## src/rtl/ctrl_coef_phase_seq.sv

```systemverilog
// rtl/ctrl_coef_phase_seq.sv - polyphase coefficient sequencer driving the coefficient address counter
// One start walks a single polyphase branch, then advances the phase by the decimation step.
module ctrl_coef_phase_seq #(
  parameter int ADDR_WIDTH  = 12,
  parameter int PHASE_WIDTH = 8,
  parameter int TAP_WIDTH   = 8
) (
  input  logic                   clk,
  input  logic                   rst,
  input  logic                   start,
  input  logic                   phase_rst,
  input  logic [ADDR_WIDTH-1:0]  coef_base,
  input  logic [TAP_WIDTH-1:0]   taps,
  input  logic [PHASE_WIDTH-1:0] num_phases,
  input  logic [PHASE_WIDTH-1:0] phase_step,
  output logic                   coef_clr,
  output logic                   coef_load,
  output logic                   coef_cnt,
  output logic [ADDR_WIDTH-1:0]  coef_ptr,
  output logic                   tap_valid,
  output logic                   busy,
  output logic                   done,
  output logic [PHASE_WIDTH-1:0] in_adv,
  output logic [PHASE_WIDTH-1:0] phase
);

  typedef enum logic [2:0] {
    S_IDLE, S_LOAD, S_RUN, S_ADV, S_WRAP, S_DONE
  } state_t;

  state_t                         state_q, state_d;
  logic [PHASE_WIDTH:0]           phase_q, phase_d;
  logic [TAP_WIDTH-1:0]           tap_cnt_q, tap_cnt_d;
  logic [PHASE_WIDTH-1:0]         in_adv_d;
  logic [ADDR_WIDTH-1:0]          ptr_d;
  logic                           clr_d, load_d, cnt_d, tv_d, done_d;
  logic [PHASE_WIDTH+TAP_WIDTH-1:0] prod;
  logic [PHASE_WIDTH:0]           l_eff;

  assign prod  = phase_q[PHASE_WIDTH-1:0] * taps;
  // L=0 behaves as L=1 so the wrap loop always terminates
  assign l_eff = (num_phases == '0) ? (PHASE_WIDTH+1)'(1) : {1'b0, num_phases};
  assign phase = phase_q[PHASE_WIDTH-1:0];

  always_ff @(posedge clk or posedge rst) begin
    if (rst) begin
      state_q   <= S_IDLE;
      phase_q   <= '0;
      tap_cnt_q <= '0;
      in_adv    <= '0;
      coef_ptr  <= '0;
      coef_clr  <= 1'b0;
      coef_load <= 1'b0;
      coef_cnt  <= 1'b0;
      tap_valid <= 1'b0;
      busy      <= 1'b0;
      done      <= 1'b0;
    end else begin
      state_q   <= state_d;
      phase_q   <= phase_d;
      tap_cnt_q <= tap_cnt_d;
      in_adv    <= in_adv_d;
      coef_ptr  <= ptr_d;
      coef_clr  <= clr_d;
      coef_load <= load_d;
      coef_cnt  <= cnt_d;
      tap_valid <= tv_d;
      busy      <= (state_d != S_IDLE);
      done      <= done_d;
    end
  end

  // Output registers are loaded with the values for the state being entered
  always_comb begin
    state_d   = state_q;
    phase_d   = phase_q;
    tap_cnt_d = tap_cnt_q;
    in_adv_d  = in_adv;
    ptr_d     = coef_ptr;
    clr_d     = 1'b0;
    load_d    = 1'b0;
    cnt_d     = 1'b0;
    tv_d      = 1'b0;
    done_d    = 1'b0;
    case (state_q)
      S_IDLE: begin
        if (start) begin
          ptr_d    = coef_base + ADDR_WIDTH'(prod);
          in_adv_d = '0;
          load_d   = 1'b1;
          state_d  = S_LOAD;
        end else if (phase_rst) begin
          phase_d = '0;
          clr_d   = 1'b1;
        end
      end
      S_LOAD: begin
        if (taps != '0) begin
          tap_cnt_d = taps - 1'b1;
          cnt_d     = (taps > TAP_WIDTH'(1));
          tv_d      = 1'b1;
          state_d   = S_RUN;
        end else begin
          state_d = S_ADV;
        end
      end
      S_RUN: begin
        // tap_cnt_q counts the RUN cycles still to come after this one
        if (tap_cnt_q == '0) begin
          state_d = S_ADV;
        end else begin
          tap_cnt_d = tap_cnt_q - 1'b1;
          cnt_d     = (tap_cnt_q > TAP_WIDTH'(1));
          tv_d      = 1'b1;
        end
      end
      S_ADV: begin
        phase_d = phase_q + {1'b0, phase_step};
        state_d = S_WRAP;
      end
      S_WRAP: begin
        if (phase_q >= l_eff) begin
          phase_d  = phase_q - l_eff;
          in_adv_d = (in_adv == '1) ? in_adv : in_adv + 1'b1;
        end else begin
          done_d  = 1'b1;
          state_d = S_DONE;
        end
      end
      S_DONE: begin
        state_d = S_IDLE;
      end
      default: begin
        state_d = S_IDLE;
      end
    endcase
  end

endmodule

```

## config.mk

```make
export PLATFORM = sky130hd
export DESIGN_NAME = ctrl_coef_phase_seq
export DESIGN_NICKNAME = d
export VERILOG_FILES = /design/src/rtl/ctrl_coef_phase_seq.sv
export SDC_FILE = /design/constraint.sdc
export NUM_CORES = 1
export LEC_CHECK = 0
export CORE_ASPECT_RATIO = 0.6
export CORE_MARGIN = 3
export CORE_UTILIZATION = 61
export DETAILED_ROUTE_END_ITERATION = 10
export PLACE_DENSITY_LB_ADDON = 0.25
export SYNTH_ARGS = -nofsm -noshare
export SYNTH_HDL_FRONTEND = slang
export SYNTH_SLANG_ARGS = --single-unit
```

## constraint.sdc

```tcl
create_clock -name clk -period 8.7 [get_ports clk]
set_input_delay 1.74 -clock clk [delete_from_list [all_inputs] [get_ports clk]]
set_output_delay 1.74 -clock clk [all_outputs]
set_load 0.02 [all_outputs]
```

Yosys cells after proc, flatten, opt, wreduce, memory -nomap -nowiden
Cells that the tools add are included.

Output and inout port bits: 34. Bits in latches: 0. Register bits after elaboration: 46. Input bits: 40. Memory bits (read-only): 0. Logic and storage cells: 75. Memory bits (writable): 0. Memories kept: 0.

Add/sub/neg operators: 6. Reductions and logical operators: 12. Muxes and demuxes: 30. $mul: 1. Bitwise logic cells: 0. $lt $le $gt $ge: 3. Divide/modulo/power cells: 0. Shift operators: 0. Eq/ne operators: 12.

Operators by type and width (number): two-way mux 8 bit (6); one-hot mux 8 bit (2 select lines) (2); two-way mux 9 bit (3); one-hot mux 9 bit (3 select lines) (1); greater-than comparator 8 x 1 -> 1 bit, second input constant (2); zero test 8 bit (2); subtractor 8 x 1 -> 8 bit, second input constant (2); one-hot mux 3 bit (5 select lines) (1); != test 2 bit, second input constant (7); adder 12 bit (1); multiplier 8 x 8 -> 12 bit (1); two-way mux 1 bit (12); adder 9 x 8 -> 9 bit (1); greater-or-equal comparator 9 x 8 -> 1 bit (1); two-way mux 3 bit (3); subtractor 9 x 8 -> 9 bit (1); adder 8 x 1 -> 8 bit, second input constant (1); == test 8 bit, second input constant (1); AND reduction 4 bit (2); nonzero test 8 bit (1); == test 3 x 2 -> 1 bit, second input constant (2); nonzero test 3 bit (2); one-hot mux 1 bit (2 select lines) (2); nonzero test 2 bit (2); 5 further kinds (5).

Depth between registers and ports, before layout
Gate-level depths: netlist (run 1).

Depth after elaboration: 6. Mapped depth: 18. Depth with buffers taken out: 17.

Worst setup path before layout (run 1)
No wires, ideal clock.

Path kind: input to register. From: input taps[4]. To: register coef_ptr[11]. Path slack: 3.216 ns. Arrival time: 5.350 ns. Stages: 16. Required time: 8.565 ns. Path through: clkbuf_1 -> and2_1 -> fa_1 -> inv_1 -> fa_1 -> inv_1 -> fa_1 -> inv_1 -> fa_1 -> inv_1 -> ha_1 -> o21ai_0 -> a21oi_1 -> o41ai_1 -> xnor2_1 -> o21ai_0.

Longest elaborated chain between the ends: 2.

Ends and longest elaborated chain: start, declared (RTL line 13) `input logic [TAP_WIDTH-1:0] taps,`; multiplier 8 x 8 -> 12 bit (RTL line 40) `assign prod = phase_q[PHASE_WIDTH-1:0] * taps;`; adder 12 bit (RTL line 88) `ptr_d = coef_base + ADDR_WIDTH'(prod);`; end signal, assigned (RTL line 63) `coef_ptr <= ptr_d;`; end, declared (RTL line 19) `output logic [ADDR_WIDTH-1:0] coef_ptr,`.

Every way passes these cells. A chain may end at the register's enable or synchronous reset.

Worst setup path after layout (run 1)
Same ends and word-level chain as after synthesis.

==> reports/qor.txt, run 1 <==
status - complete, no violations
CTS Buf Count - 5
Starting Density - 0.640
RSZ-0062 raised after global routing - false
crit start category - input port
Worst Path Buf+Inv - 5
GP Congestion - 0.915
dpl cells - 753
Setup crit end kind - flip-flop
CTS max path bufs - 2
Area Growth Syn to Fin - 17.2%
min cycle time layout - 5910 ps
skew final - 6.62 ps
Setup TNS - 0 ps
EDFF count, synth - 0
initial DRC count - 299
vias in the first global route - 4484
Crit path required time - 8830 ps
Core ar. - 8010 um2
part of the Yosys area used for sequential elements - 0.225
Hold Buf Count CTS - 0
TritonRoute pass-1 iters - 5
WP data arrival - 6050 ps
CP max-delay cell - clkdlybuf4s50_1
first-pass GRT wire length - 21.2 mm
Area after DPL - 5840 um2
initial antenna violation count - 0
root buffer cell - clkbuf_16
Worst Path Class, Setup - in -> reg
GRT overflow - 0
DIE AREA - 9570 um2
clk sinks - 46
Total Nets Final - 781
commonest non-fill, non-tap cell in the layout - inv_1
IO Count - 74
largest net degree at the start of global routing - 47
Worst path max stage delay - 590 ps
Synth Warn # - 0
overall via count from detail_route - 4318
Worst-Margin Slew - 1230 ps
relative slew slack - 0.171
Max-cap violations - 0
DRC Markers - 0
PD cells - 440 nW/um2
Setup Fix Bufs, Post-CTS - 0
Tcrit/Tclk final - 0.679
GRT Util Overall - 0.270
# diodes - 0
CP cell instances - clkdlybuf4s50_1 > and2_1 > fa_1 > inv_1 > fa_1 > inv_1 > fa_1 > inv_1 > fa_1 > inv_1 > ha_1 > o21ai_0 > a21oi_1 > o41ai_1 > xnor2_1 > o21ai_0
Die Wd - 124 um
CTS tree - done
number of synthesized register bits - 46
cts repair resizes - 0
Worst Hold Class - reg -> reg
clk slew on worst S/H paths - 70 ps
share of cells above drive strength 1 - 0.0199
DIE HEIGHT - 77.0 um
Site Rows - 25
fillcell total - 591
crit-path max FO - 13
Final Hold Fails - 0
Non-Filler Instances - 761
Async S/R FF share, synth - 1.00
Mapped Area - 5120 um2
Syn Inst Count - 602
commonest non-fill, non-tap cells in the layout - 95 x inv_1, 73 x clkdlybuf4s50_1, 68 x nand2_1, 46 x ha_1, 46 x dfrtp_1
H-tree level count - 2
leakage - 2.83 nW
final WL - 12.4 mm
Skew-Pair Late Insertion Delay - 290 ps
Final ANT Viol Nets - 0
fmax - 0.169 GHz
post-synthesis cell type count - 56
design area - 6000 um2
Avg Inst Size Synth - 8.51 um2
Peak supply drop - 0.250 mV
Top delay family on crit path - adder cells
PortBufs - 73
Routed wire per std cell - 16.4 um
final setup vio count - 0
top_reg_cell synth - dfrtp_1
Final Max Slew Viols - 0
net count after synthesis - 731
Post-DP HPWL - 9.63 mm
Via-to-Cell Ratio - 5.67
-- stage by stage --
stage          hold WS, ps  utilization  power (mW)  setup slack, ps
4_1_cts                486        0.750        2.64             2820
3_3_place_gp           462        0.729        2.29             2620
6_report               482        0.750        2.64             2790
5_1_grt                511        0.750        2.95             2570
2_1_floorplan          473            -        1.91             3220
3_5_place_dp           465        0.729        2.40             2500
-- final timing paths --
path	startpoint	endpoint	slack [ps]	cells after the start
worst max-delay path	taps[4]	coef_ptr[11]	2790	16
worst min-delay path	coef_ptr[5]	coef_ptr[5]	480	2
worst max register to register	phase_q[1]	coef_ptr[11]	4250	14
worst min register to register	coef_ptr[5]	coef_ptr[5]	480	2
max in group asynchronous	rst	in_adv[7]	6130	2
min in group asynchronous	rst	in_adv[5]	1980	2
-- flip-flops by register name, indices dropped and copies added, names as in the netlist --
signal,flops
busy,1
coef_clr,1
coef_cnt,1
coef_load,1
coef_ptr,12
done,1
in_adv,8
phase_q,9
state_q,3
tap_cnt_q,8
tap_valid,1
-- final cells by class --
type | instances | area (um2) | share of cell area
clock inverter | 3 | 43.8 | 0.00729
sequential | 46 | 1150 | 0.192
multi-input combinational | 429 | 3450 | 0.575
timing repair buffer | 73 | 731 | 0.122
clock buffer | 5 | 125 | 0.0208
tap | 108 | 135 | 0.0225
inverter | 97 | 364 | 0.0606
-- logic make-up after synthesis --
| group | after synthesis | synth area share |
|---|---|---|
| and+or+nand+nor | 196 | 0.191 |
| buffers and inverters | 127 | 0.101 |
| AOI/OAI and AO/OA | 109 | 0.142 |
| adders and majority gates | 89 | 0.280 |
| DFF | 46 | 0.225 |
| xor gates and xnor gates | 33 | 0.0564 |
| muxes | 2 | 0.00391 |
-- Yosys cell counts (6+ instances only) --
cell,n,share of area
ha_1,46,0.11
buf_4,9,0.013
nor3b_1,9,0.013
dfrtp_1,46,0.22
and2_1,33,0.040
a21oi_1,23,0.022
clkbuf_1,16,0.012
nor2_1,32,0.023
nor3_1,9,0.0088
xor2_1,12,0.021
nor4_1,6,0.0073
inv_1,96,0.070
a21o_1,7,0.010
nand2_1,68,0.050
nand3_1,12,0.012
o21ai_0,30,0.029
xnor2_1,21,0.036
o211ai_1,6,0.0088
fa_1,43,0.17
-- worst register-to-register path, delay by kind of cell, from the launching register on --
family                     cells  cell delay [ps]
buffers and inverters          3              150
DFF                            1              670
and+or+nand+nor                1              150
xor gates and xnor gates       1              160
adders and majority gates      5             2450
AOI/OAI and AO/OA              4              700
-- routing by layer --
metal  vias to the layer above  wire length, um  track usage
li1                       2069                -            -
met1                      2063             5630        0.369
met2                       159             5830        0.453
met3                        27              802       0.0501
met4                         0              180       0.0591
met5                         -                0            0
-- power by group --
part	internal, mW	switching (mW)	leakage, nW
Sequential	0.306	0.142	0.585
Combinational	0.855	1.12	2.16
Clock	0.136	0.0867	0.0842
Total	1.30	1.35	2.83
(Power assumes the default switching activity.)
==> inputs of run 2 (changes only) <==
--- a/config.mk
+++ b/config.mk
@@ -7,7 +7,7 @@
 export LEC_CHECK = 0
 export CORE_ASPECT_RATIO = 0.6
 export CORE_MARGIN = 3
-export CORE_UTILIZATION = 61
+export CORE_UTILIZATION = 56
 export DETAILED_ROUTE_END_ITERATION = 10
 export PLACE_DENSITY_LB_ADDON = 0.25
 export SYNTH_ARGS = -nofsm -noshare
==> constraint.sdc (replaced) <==
create_clock -name clk -period 6.1 [get_ports clk]
set_input_delay 1.22 -clock clk [delete_from_list [all_inputs] [get_ports clk]]
set_output_delay 1.22 -clock clk [all_outputs]
set_load 0.02 [all_outputs]
==> reports/qor.txt, run 2 (same netlist as run 1, synthesis figures left out) <==
fillcell total - 676
CTS max path bufs - 2
initial DRC count - 246
commonest non-fill, non-tap cells in the layout - 95 x inv_1, 73 x clkdlybuf4s50_1, 68 x nand2_1, 46 x ha_1, 46 x dfrtp_1
H-tree level count - 2
fmax - 0.184 GHz
final WL - 12.5 mm
Site Rows - 26
DIE AREA - 10400 um2
Tcrit/Tclk final - 0.892
vias in the first global route - 4353
CTS tree - done
status - complete, no violations
Setup TNS - 0 ps
leakage - 2.84 nW
CP cell instances - clkdlybuf4s50_1 > and2_1 > fa_1 > inv_1 > fa_1 > inv_1 > fa_1 > inv_1 > fa_1 > inv_1 > ha_1 > o21ai_0 > a21oi_1 > o41ai_1 > xnor2_1 > o21ai_0
Total Nets Final - 785
Max-cap violations - 0
clk slew on worst S/H paths - 60 ps
IO Count - 74
PortBufs - 73
WP data arrival - 5570 ps
PD cells - 616 nW/um2
initial antenna violation count - 0
clk sinks - 46
Skew-Pair Late Insertion Delay - 290 ps
Worst path max stage delay - 610 ps
Largest register FFs - 12
Core ar. - 8690 um2
crit start category - input port
Worst Path Class, Setup - in -> reg
cts repair resizes - 0
Die Wd - 129 um
Starting Density - 0.590
Peak supply drop - 0.381 mV
Routed wire per std cell - 16.2 um
largest net degree at the start of global routing - 47
CTS Buf Count - 5
Worst Path Buf+Inv - 5
Area Growth Syn to Fin - 17.8%
crit-path max FO - 12
Top delay family on crit path - adder cells
CP max-delay cell - clkdlybuf4s50_1
GRT overflow - 0
Hold Buf Count CTS - 0
Worst Hold Class - reg -> reg
RSZ-0062 raised after global routing - false
Final Max Slew Viols - 0
relative slew slack - 0.359
Post-DP HPWL - 9.78 mm
Fin Hold WS - 481 ps
Worst-Margin Slew - 960 ps
TritonRoute pass-1 iters - 4
first-pass GRT wire length - 21.0 mm
Largest Register - coef_ptr
share of cells above drive strength 1 - 0.0244
DIE HEIGHT - 80.1 um
Final ANT Viol Nets - 0
GP Congestion - 0.886
DRC Markers - 0
min cycle time layout - 5440 ps
Core Util, Final - 0.695
commonest non-fill, non-tap cell in the layout - inv_1
Final Hold Fails - 0
Largest regs - coef_ptr x12, phase_q x9
# diodes - 0
skew final - 7.22 ps
Crit path required time - 6230 ps
GRT Util Overall - 0.255
Setup Fix Bufs, Post-CTS - 0
overall via count from detail_route - 4330
Via-to-Cell Ratio - 5.63
root buffer cell - clkbuf_16
final setup vio count - 0
Setup crit end kind - flip-flop
## run 2: changes by cell type in the layout (fill, tap and decap cells not counted)
cell,before,now
clkbuf_1,0,1
buf_2,0,1
clkinvlp_4,0,1
clkinv_2,1,0
inv_6,1,0
o21ai_0,30,29
buf_4,0,3
o21ai_1,1,2
## run 2: layout make-up
type | instances | area, um2 | area share
clock buffers | 6 | 129 | 0.0214
clock inverters | 2 | 37.5 | 0.00622
inverters | 97 | 364 | 0.0603
multi-input cells | 429 | 3450 | 0.572
flip-flops and latches | 46 | 1150 | 0.191
well taps | 112 | 140 | 0.0232
repair buffers | 77 | 758 | 0.126
## run 2: routing by layer
layer	wire [um]	global-route usage	up-vias
li1	-	-	2087
met5	0	0	-
met3	669	0.0405	18
met4	193	0.0591	0
met2	5830	0.423	128
met1	5810	0.354	2097
## run 2: stage by stage
step	instances	power, mW	area (um2)	setup slack [ps]
after floorplan	602	2.73	5120	1140
after global placement	760	3.28	5860	547
after detailed placement	760	3.40	5860	361
after CTS	768	3.73	6030	667
after global routing	769	4.17	6030	407
final	769	3.72	6030	662
## run 2: tightest hold or removal path, delay by kind of cell, from the launching register on
family	cells	cell delay, ps
flops	1	340
compound gates	1	60
simple gates	1	50
## run 2: final timing paths
check | startpoint | endpoint | slack, ps | cells after the start
worst max-delay path | taps[3] | coef_ptr[11] | 660 | 16
worst min-delay path | coef_ptr[5] | coef_ptr[5] | 480 | 2
worst max register to register | phase_q[3] | coef_ptr[11] | 1590 | 15
worst min register to register | coef_ptr[5] | coef_ptr[5] | 480 | 2
max in group asynchronous | rst | coef_ptr[4] | 4020 | 2
min in group asynchronous | rst | in_adv[6] | 1470 | 2
## run 2: report_power, final
group,internal (mW),switching (mW),total (mW)
clock,0.193,0.115,0.308
combinational,1.22,1.56,2.78
sequential,0.436,0.194,0.631
total,1.85,1.87,3.72
